File: config.mk
export PLATFORM = sky130hd
export DESIGN_NAME = loadreg_arbiter
export DESIGN_NICKNAME = d
export VERILOG_FILES = /design/src/rtl/loadreg_arbiter.sv
export SDC_FILE = /design/constraint.sdc
export NUM_CORES = 1
export LEC_CHECK = 0
export ABC_CLOCK_PERIOD_IN_PS = 2050
export CAP_MARGIN = 20
export CORE_MARGIN = 1
export CORE_UTILIZATION = 45
export DETAILED_ROUTE_END_ITERATION = 16
export PLACE_DENSITY_LB_ADDON = 0.25
export SETUP_SLACK_MARGIN = 0.2
export SYNTH_ARGS = -nofsm -noshare
export SYNTH_HDL_FRONTEND = slang
export SYNTH_SLANG_ARGS = --single-unit
File: constraint.sdc
create_clock -name clk -period 2.05 [get_ports clk]
set_input_delay 0.41 -clock clk [delete_from_list [all_inputs] [get_ports clk]]
set_output_delay 0.41 -clock clk [all_outputs]
set_load 0.005 [all_outputs]
File: src/rtl/loadreg_arbiter.sv
// rtl/loadreg_arbiter.sv - four-way arbiter and load sequencer for a shared loadreg
// Define LOADREG_ARB_ROUND_ROBIN_EN for round-robin selection; otherwise fixed priority (0 highest).
module loadreg_arbiter #(
  parameter int WIDTH       = 5,
  parameter int HOLD_CYCLES = 2
) (
  input  logic               clk,
  input  logic               reset,
  input  logic [3:0]         req,
  input  logic [4*WIDTH-1:0] din,
  output logic               load,
  output logic [WIDTH-1:0]   D,
  output logic [3:0]         ack,
  output logic [1:0]         owner,
  output logic               busy
);

  typedef enum logic [1:0] {IDLE, GRANT, COOL} state_t;

  localparam logic [7:0] HOLD = 8'(HOLD_CYCLES);

  state_t           state, state_n;
  logic [7:0]       cnt, cnt_n;
  logic             load_n;
  logic [3:0]       ack_n;
  logic [WIDTH-1:0] d_n;
  logic [1:0]       owner_n;
  logic             busy_n;
  logic [1:0]       base;
  logic [1:0]       win;
  logic [WIDTH-1:0] win_data;

`ifdef LOADREG_ARB_ROUND_ROBIN_EN
  logic [1:0] ptr, ptr_n;
  assign base = ptr;
`else
  assign base = 2'd0;
`endif

  // Scan from the farthest offset down so the closest asserted request wins.
  always_comb begin
    win = base;
    for (int k = 3; k >= 0; k--) begin
      if (req[base + 2'(k)]) win = base + 2'(k);
    end
  end

  always_comb begin
    win_data = '0;
    for (int i = 0; i < 4; i++) begin
      if (win == 2'(i)) win_data = din[i*WIDTH +: WIDTH];
    end
  end

  always_comb begin
    state_n = state;
    cnt_n   = cnt;
    load_n  = 1'b0;
    ack_n   = 4'b0000;
    d_n     = D;
    owner_n = owner;
    busy_n  = busy;
`ifdef LOADREG_ARB_ROUND_ROBIN_EN
    ptr_n   = ptr;
`endif
    case (state)
      IDLE: begin
        if (|req) begin
          state_n = GRANT;
          load_n  = 1'b1;
          ack_n   = 4'b0001 << win;
          d_n     = win_data;
          owner_n = win;
          busy_n  = 1'b1;
        end
      end
      GRANT: begin
`ifdef LOADREG_ARB_ROUND_ROBIN_EN
        ptr_n = owner + 2'd1;
`endif
        if (HOLD_CYCLES == 0) begin
          state_n = IDLE;
          busy_n  = 1'b0;
        end else begin
          cnt_n   = HOLD;
          state_n = COOL;
        end
      end
      COOL: begin
        if (cnt <= 8'd1) begin
          state_n = IDLE;
          busy_n  = 1'b0;
          cnt_n   = 8'd0;
        end else begin
          cnt_n = cnt - 8'd1;
        end
      end
      default: begin
        state_n = IDLE;
        busy_n  = 1'b0;
      end
    endcase
  end

  always_ff @(posedge clk) begin
    if (reset) begin
      state <= IDLE;
      cnt   <= 8'd0;
      load  <= 1'b0;
      ack   <= 4'b0000;
      D     <= '0;
      owner <= 2'd0;
      busy  <= 1'b0;
`ifdef LOADREG_ARB_ROUND_ROBIN_EN
      ptr   <= 2'd0;
`endif
    end else begin
      state <= state_n;
      cnt   <= cnt_n;
      load  <= load_n;
      ack   <= ack_n;
      D     <= d_n;
      owner <= owner_n;
      busy  <= busy_n;
`ifdef LOADREG_ARB_ROUND_ROBIN_EN
      ptr   <= ptr_n;
`endif
    end
  end

endmodule

After elaboration in Yosys (flattened, before gate mapping)
Cells that the tools add are included.

storage, ports and cells
  flip-flop bits (word level) = 23
  output and inout port bits = 13
  input bits = 26
  word-level logic and storage cells = 46

operators by class
  shifts and indexed selects = 1
  bitwise operators = 3
  equality and inequality tests = 7
  muxes and demuxes = 17
  reductions and logical operators = 9
  add/subtract/negate cells = 1
  $lt $le $gt $ge = 1

operators with widths
  cell                                                                               number
  5-bit 2-to-1 mux                                                                   4
  8-bit case mux with 2 select lines                                                 1
  2-bit 2-to-1 mux                                                                   6
  8-bit by 1-bit less-or-equal comparator with 1-bit output (second input constant)  1
  8-bit 2-to-1 mux                                                                   1
  8-bit by 1-bit subtractor with 8-bit output (second input constant)                1
  2-bit == test (second input constant)                                              3
  2-bit case mux with 3 select lines                                                 1
  2-bit by 1-bit == test with 1-bit output (second input constant)                   2
  2-bit zero test                                                                    2
  2-bit inequality test (second input constant)                                      2
  2-bit AND reduction                                                                2
  4-bit OR reduction                                                                 1
  1-bit by 2-bit << shifter with 4-bit output (first input constant)                 1
  1-bit 2-to-1 mux                                                                   3
  1-bit inverter                                                                     3
  1-bit case mux with 3 select lines                                                 1
  3-bit AND reduction                                                                1
  3-bit OR reduction                                                                 1
  2-bit nonzero test                                                                 1
  2-bit OR reduction                                                                 1

Depth between registers and ports, before layout
  depth in word-level cells = 9
  depth in mapped cells = 7
  depth with buffers taken out = 6

Worst setup path after synthesis
OpenSTA, ideal clock, no wires.

  path kind = in2reg
  start = input req[2]
  end = register D[3]
  data required time = 1916 ps
  setup slack = 280 ps
  cell stages on the path = 5
  data arrival time = 1636 ps
  library setup time = 134 ps
  path buffers = 1
  path through = clkbuf_1 > or4b_1 > or3_1 > o21ai_0 > a211oi_1

on the way
  longest elaborated chain between the ends = 8
  elaborated cells on any way between the ends = 13
  those cells by class = 3 x eq/ne; 7 x mux; 3 x reduce/logical

ends and longest elaborated chain
  item                           line  source
  start, declared                9     input logic [3:0] req,
  2-bit 2-to-1 mux (3 in a row)  44    if (req[base + 2'(k)]) win = base + 2'(k);
  2-bit zero test                51    if (win == 2'(i)) win_data = din[i*WIDTH +: WIDTH];
  5-bit 2-to-1 mux (4 in a row)  51
  end signal, assigned           122   D <= d_n;
  end, declared                  12    output logic [WIDTH-1:0] D,

Several ways; a longest one is shown, not always the timed one.
A chain may end at the register's enable or synchronous reset.

Final worst setup path
  start = input req[1]
  end = register state[1]

on the way
  longest elaborated chain between the ends = 3

ends and longest elaborated chain
  item                             line  source
  4-bit OR reduction               68    if (|req) begin
  2-bit inequality test (no line)  -
  2-bit AND reduction (no line)    -
  end signal, assigned             118   state <= state_n;
  end, declared                    22    state_t state, state_n;

No other way between the ends.

==> results.rst <==
.. list-table::
   :header-rows: 1

   * - Metric
     - Value
   * - Top-area cell type share of the netlist area
     - 39.1%
   * - Synth Net Count
     - 171
   * - Pin count of the biggest net entering global routing
     - 16
   * - Maximum clock frequency
     - 566 MHz
   * - Number of optimization iterations in the first detailed-route pass
     - 6
   * - Sort of element at the end of the critical path
     - flip-flop
   * - Synthesis-to-finish area growth
     - 46.4%
   * - DRC violations left
     - 0
   * - Fin. max-slew vios
     - 0
   * - Final wirelength
     - 3.10 mm
   * - Primary flip-flop cell chosen by synthesis mapping
     - dfxtp_1
   * - 1st-iter DRT viols
     - 13
   * - Placeable Area
     - 2480 um2
   * - First-pass GRT wire length
     - 4.58 mm
   * - Minimum clock period
     - between 1500 and 2000 ps
   * - Worst rel slew slack
     - 72.4%
   * - Destination of the worst register-to-register timing path
     - D[1]$_SDFFE_PP0N_
   * - Worst vdd ir
     - 933 uV
   * - Vias in the first global route
     - 1114
   * - Count of endpoints failing setup in the final report
     - 0
   * - Number of levels the H-tree was split into
     - 1
   * - Average cell area after synthesis
     - between 8 and 9 um2
   * - Footprint of the multi-input gates
     - 671 um2
   * - Final hold slack
     - 486 ps
   * - Post-synth EDFFs
     - 0
   * - Largest area contributor in the synthesized netlist
     - dfxtp_1
   * - Library cells used by synthesis
     - 37
   * - Proportion of layout cells with a drive suffix above 1
     - 12.8%
   * - Total via count in the routed design
     - between 1k and 1.5k
   * - Hpwl dp
     - 2.31 mm
   * - Setup crit start kind
     - input pin
   * - Initial antenna violation count
     - 0
   * - Area of the die
     - 2820 um2
   * - Leakage
     - 0.715 nW
   * - Status
     - completed
   * - R2R depth
     - 7
   * - Launch point of the worst reg-to-reg path
     - state[1]$_SDFFE_PP0P_
   * - Final weighted congestion in routability-driven placement
     - 0.829
   * - Sum of overflow across all layers after global routing
     - 0
   * - Highest fanout seen on the critical path
     - 10
   * - Syn Std Cell Area
     - 1180 um2
   * - Flop2flop setup slack
     - 330 ps
   * - Buffer type at the clock tree root
     - clkbuf_4
   * - Power Density
     - 1190 nW/um2
   * - Die Y
     - 53.1 um
   * - Synthesized netlist cell count
     - 139
   * - Final period util
     - 86.2%
   * - Worst Setup EP
     - state[1]$_SDFFE_PP0P_
   * - Combined global-route utilization of all metal layers
     - 22.7%
   * - Post-synthesis register bit count
     - 23
   * - Transition time at the pin with the least slew margin
     - approximately 410 ps
   * - Net total in the final layout
     - about 220
   * - Cell with the most instances after synthesis
     - dfxtp_1
   * - Max-Cap Viols
     - 0
   * - Count of pins on the block boundary
     - 39
   * - Clock latency on the worst-skew pair
     - 320 ps
   * - Hold Crit Class
     - reg2reg
   * - Hold violation count in the final report
     - 0
   * - Fill count
     - 200
   * - Horiz. Die Dim
     - between 50 and 60 um
   * - Portion of the post-synthesis area used by sequential elements
     - 39.1%
   * - Fraction of registers with async set or reset after synthesis
     - 0%
   * - Main area contributors after synthesis
     - dfxtp_1 39%, nor2_1 7.0%, ha_1 6.4%, a21oi_1 4.3%, inv_1 3.8%
   * - Antenna fix cells
     - 0
   * - Final standard cell utilization of the core
     - 69.5%
   * - First element of the critical path
     - req[1]
   * - Antenna Nets Post-Route
     - 0
   * - Number of sinks on the clock net
     - 23
   * - WP data arrival
     - 2040 ps
   * - Number of input and output port buffers inserted
     - 38
   * - TritonCTS clock tree
     - done
   * - Unrepaired setup endpoints after global routing
     - no
   * - Synth cell count leaders
     - 23 x dfxtp_1, 22 x nor2_1, 12 x inv_1
   * - Worst-path clk slew
     - 130 ps
   * - Worst clock skew
     - approximately 6.5 ps
   * - Hold-fix buffers, CTS
     - 0
   * - Routed via count divided by cell count
     - around 5.4
   * - Critical setup path kind
     - in2reg
   * - Req. time, crit path
     - 2320 ps
   * - # rows
     - 18
   * - CTS max path bufs
     - 2
   * - Number of buffers inserted during clock tree synthesis
     - 3
   * - Area used by sequential logic in the layout
     - 460 um2
   * - Starting utilization of the core area
     - 47.5%
   * - YS warnings
     - 0
   * - Detailed-route wire length per cell
     - 14.2 um
-- how the worst min path moves through the flow --
stage                                   start                   to  slack [ps]  cells after the start
final                     cnt[2]$_SDFFE_PP0P_  cnt[2]$_SDFFE_PP0P_         490                      2
after detailed placement  cnt[2]$_SDFFE_PP0P_  cnt[2]$_SDFFE_PP0P_         470                      2
after global routing      cnt[2]$_SDFFE_PP0P_  cnt[2]$_SDFFE_PP0P_         520                      2
after global placement    cnt[2]$_SDFFE_PP0P_  cnt[2]$_SDFFE_PP0P_         470                      2
after CTS                 cnt[2]$_SDFFE_PP0P_  cnt[2]$_SDFFE_PP0P_         490                      2
after floorplan           cnt[2]$_SDFFE_PP0P_  cnt[2]$_SDFFE_PP0P_         450                      2
-- cell families (layout without fill, tap and decap cells) --
kind of cell | Yosys count | after routing | share of synthesized area (%)
AND/OR/NAND/NOR | 48 | 48 | 20.4
AO/OA/AOI/OAI | 36 | 36 | 22.0
flip-flops | 23 | 23 | 39.1
buffers and inverters | 18 | 67 | 5.85
adder cells (fa/ha/maj) | 6 | 6 | 6.38
XOR/XNOR | 6 | 6 | 4.47
multiplexers | 2 | 2 | 1.70
-- cell usage in the layout, fill, tap and decap left out, types with 2 or more instances in the layout --
master,instances
a21oi_1,10
nor2_1,22
dfxtp_1,23
or3_1,3
a211oi_1,4
inv_1,12
o22ai_1,3
nand2_1,5
mux2i_1,2
nor3_1,4
xor2_1,2
and3_1,2
clkbuf_4,3
a22oi_1,2
ha_1,6
a2bb2oi_1,2
clkdlybuf4s50_1,37
nor4_1,3
nand2b_1,2
a32o_1,2
o21ai_0,5
xnor2_1,4
buf_4,13
-- per-stage QoR --
stage	instance area [um2]	TNS [ps]	power [W]	cells	setup slack, ps
2_1_floorplan	1180	0	0.00141	139	280
3_3_place_gp	1650	-434	0.00174	212	-108
3_5_place_dp	1650	-642	0.00179	212	-220
4_1_cts	1690	0	0.00201	216	204
5_1_grt	1720	0	0.00220	218	217
6_report	1720	0	0.00205	218	283
-- power by group --
part           total, W  internal (W)  switching (W)
logic           0.00112      0.000587       0.000536
clock network  0.000215     0.0000731       0.000142
registers      0.000710      0.000599       0.000111
-- area by class of cell --
class / count / share of cell area, %
Multi-Input combinational cell: 98 / 39.0
Clock inverter: 1 / 0.291
Clock buffer: 3 / 1.31
Tap cell: 30 / 2.18
Timing Repair Buffer: 51 / 27.9
Inverter: 12 / 2.62
Sequential cell: 23 / 26.7
-- sequential cells by signal, indices dropped and copies added, names as in the netlist --
signal and count:
D 5, ack 4, busy 1, cnt 8, load 1, owner 2, state 2
-- worst max-delay path: stages --
cell	delay [ps]
clkdlybuf4s50_1	440
buf_4	160
buf_4	160
nor4_1	250
buf_4	180
nand2_1	80
a211o_1	300
nand2_1	60
-- timing repair --
| item | CTS | global route |
|---|---|---|
| pin swaps | 0 | 2 |
| setup endpoints to repair | 3 | 10 |
| gates resized for setup | 2 | 3 |
| buffers inserted | 0 | 2 |
-- metal layers --
metal | track usage [%] | routed length [um]
met2 | 44.7 | 1590
met5 | 0 | 0
met3 | 4.02 | 183
met4 | 9.21 | 47
met1 | 22.7 | 1290
Power figures use the tool's default switching activity.
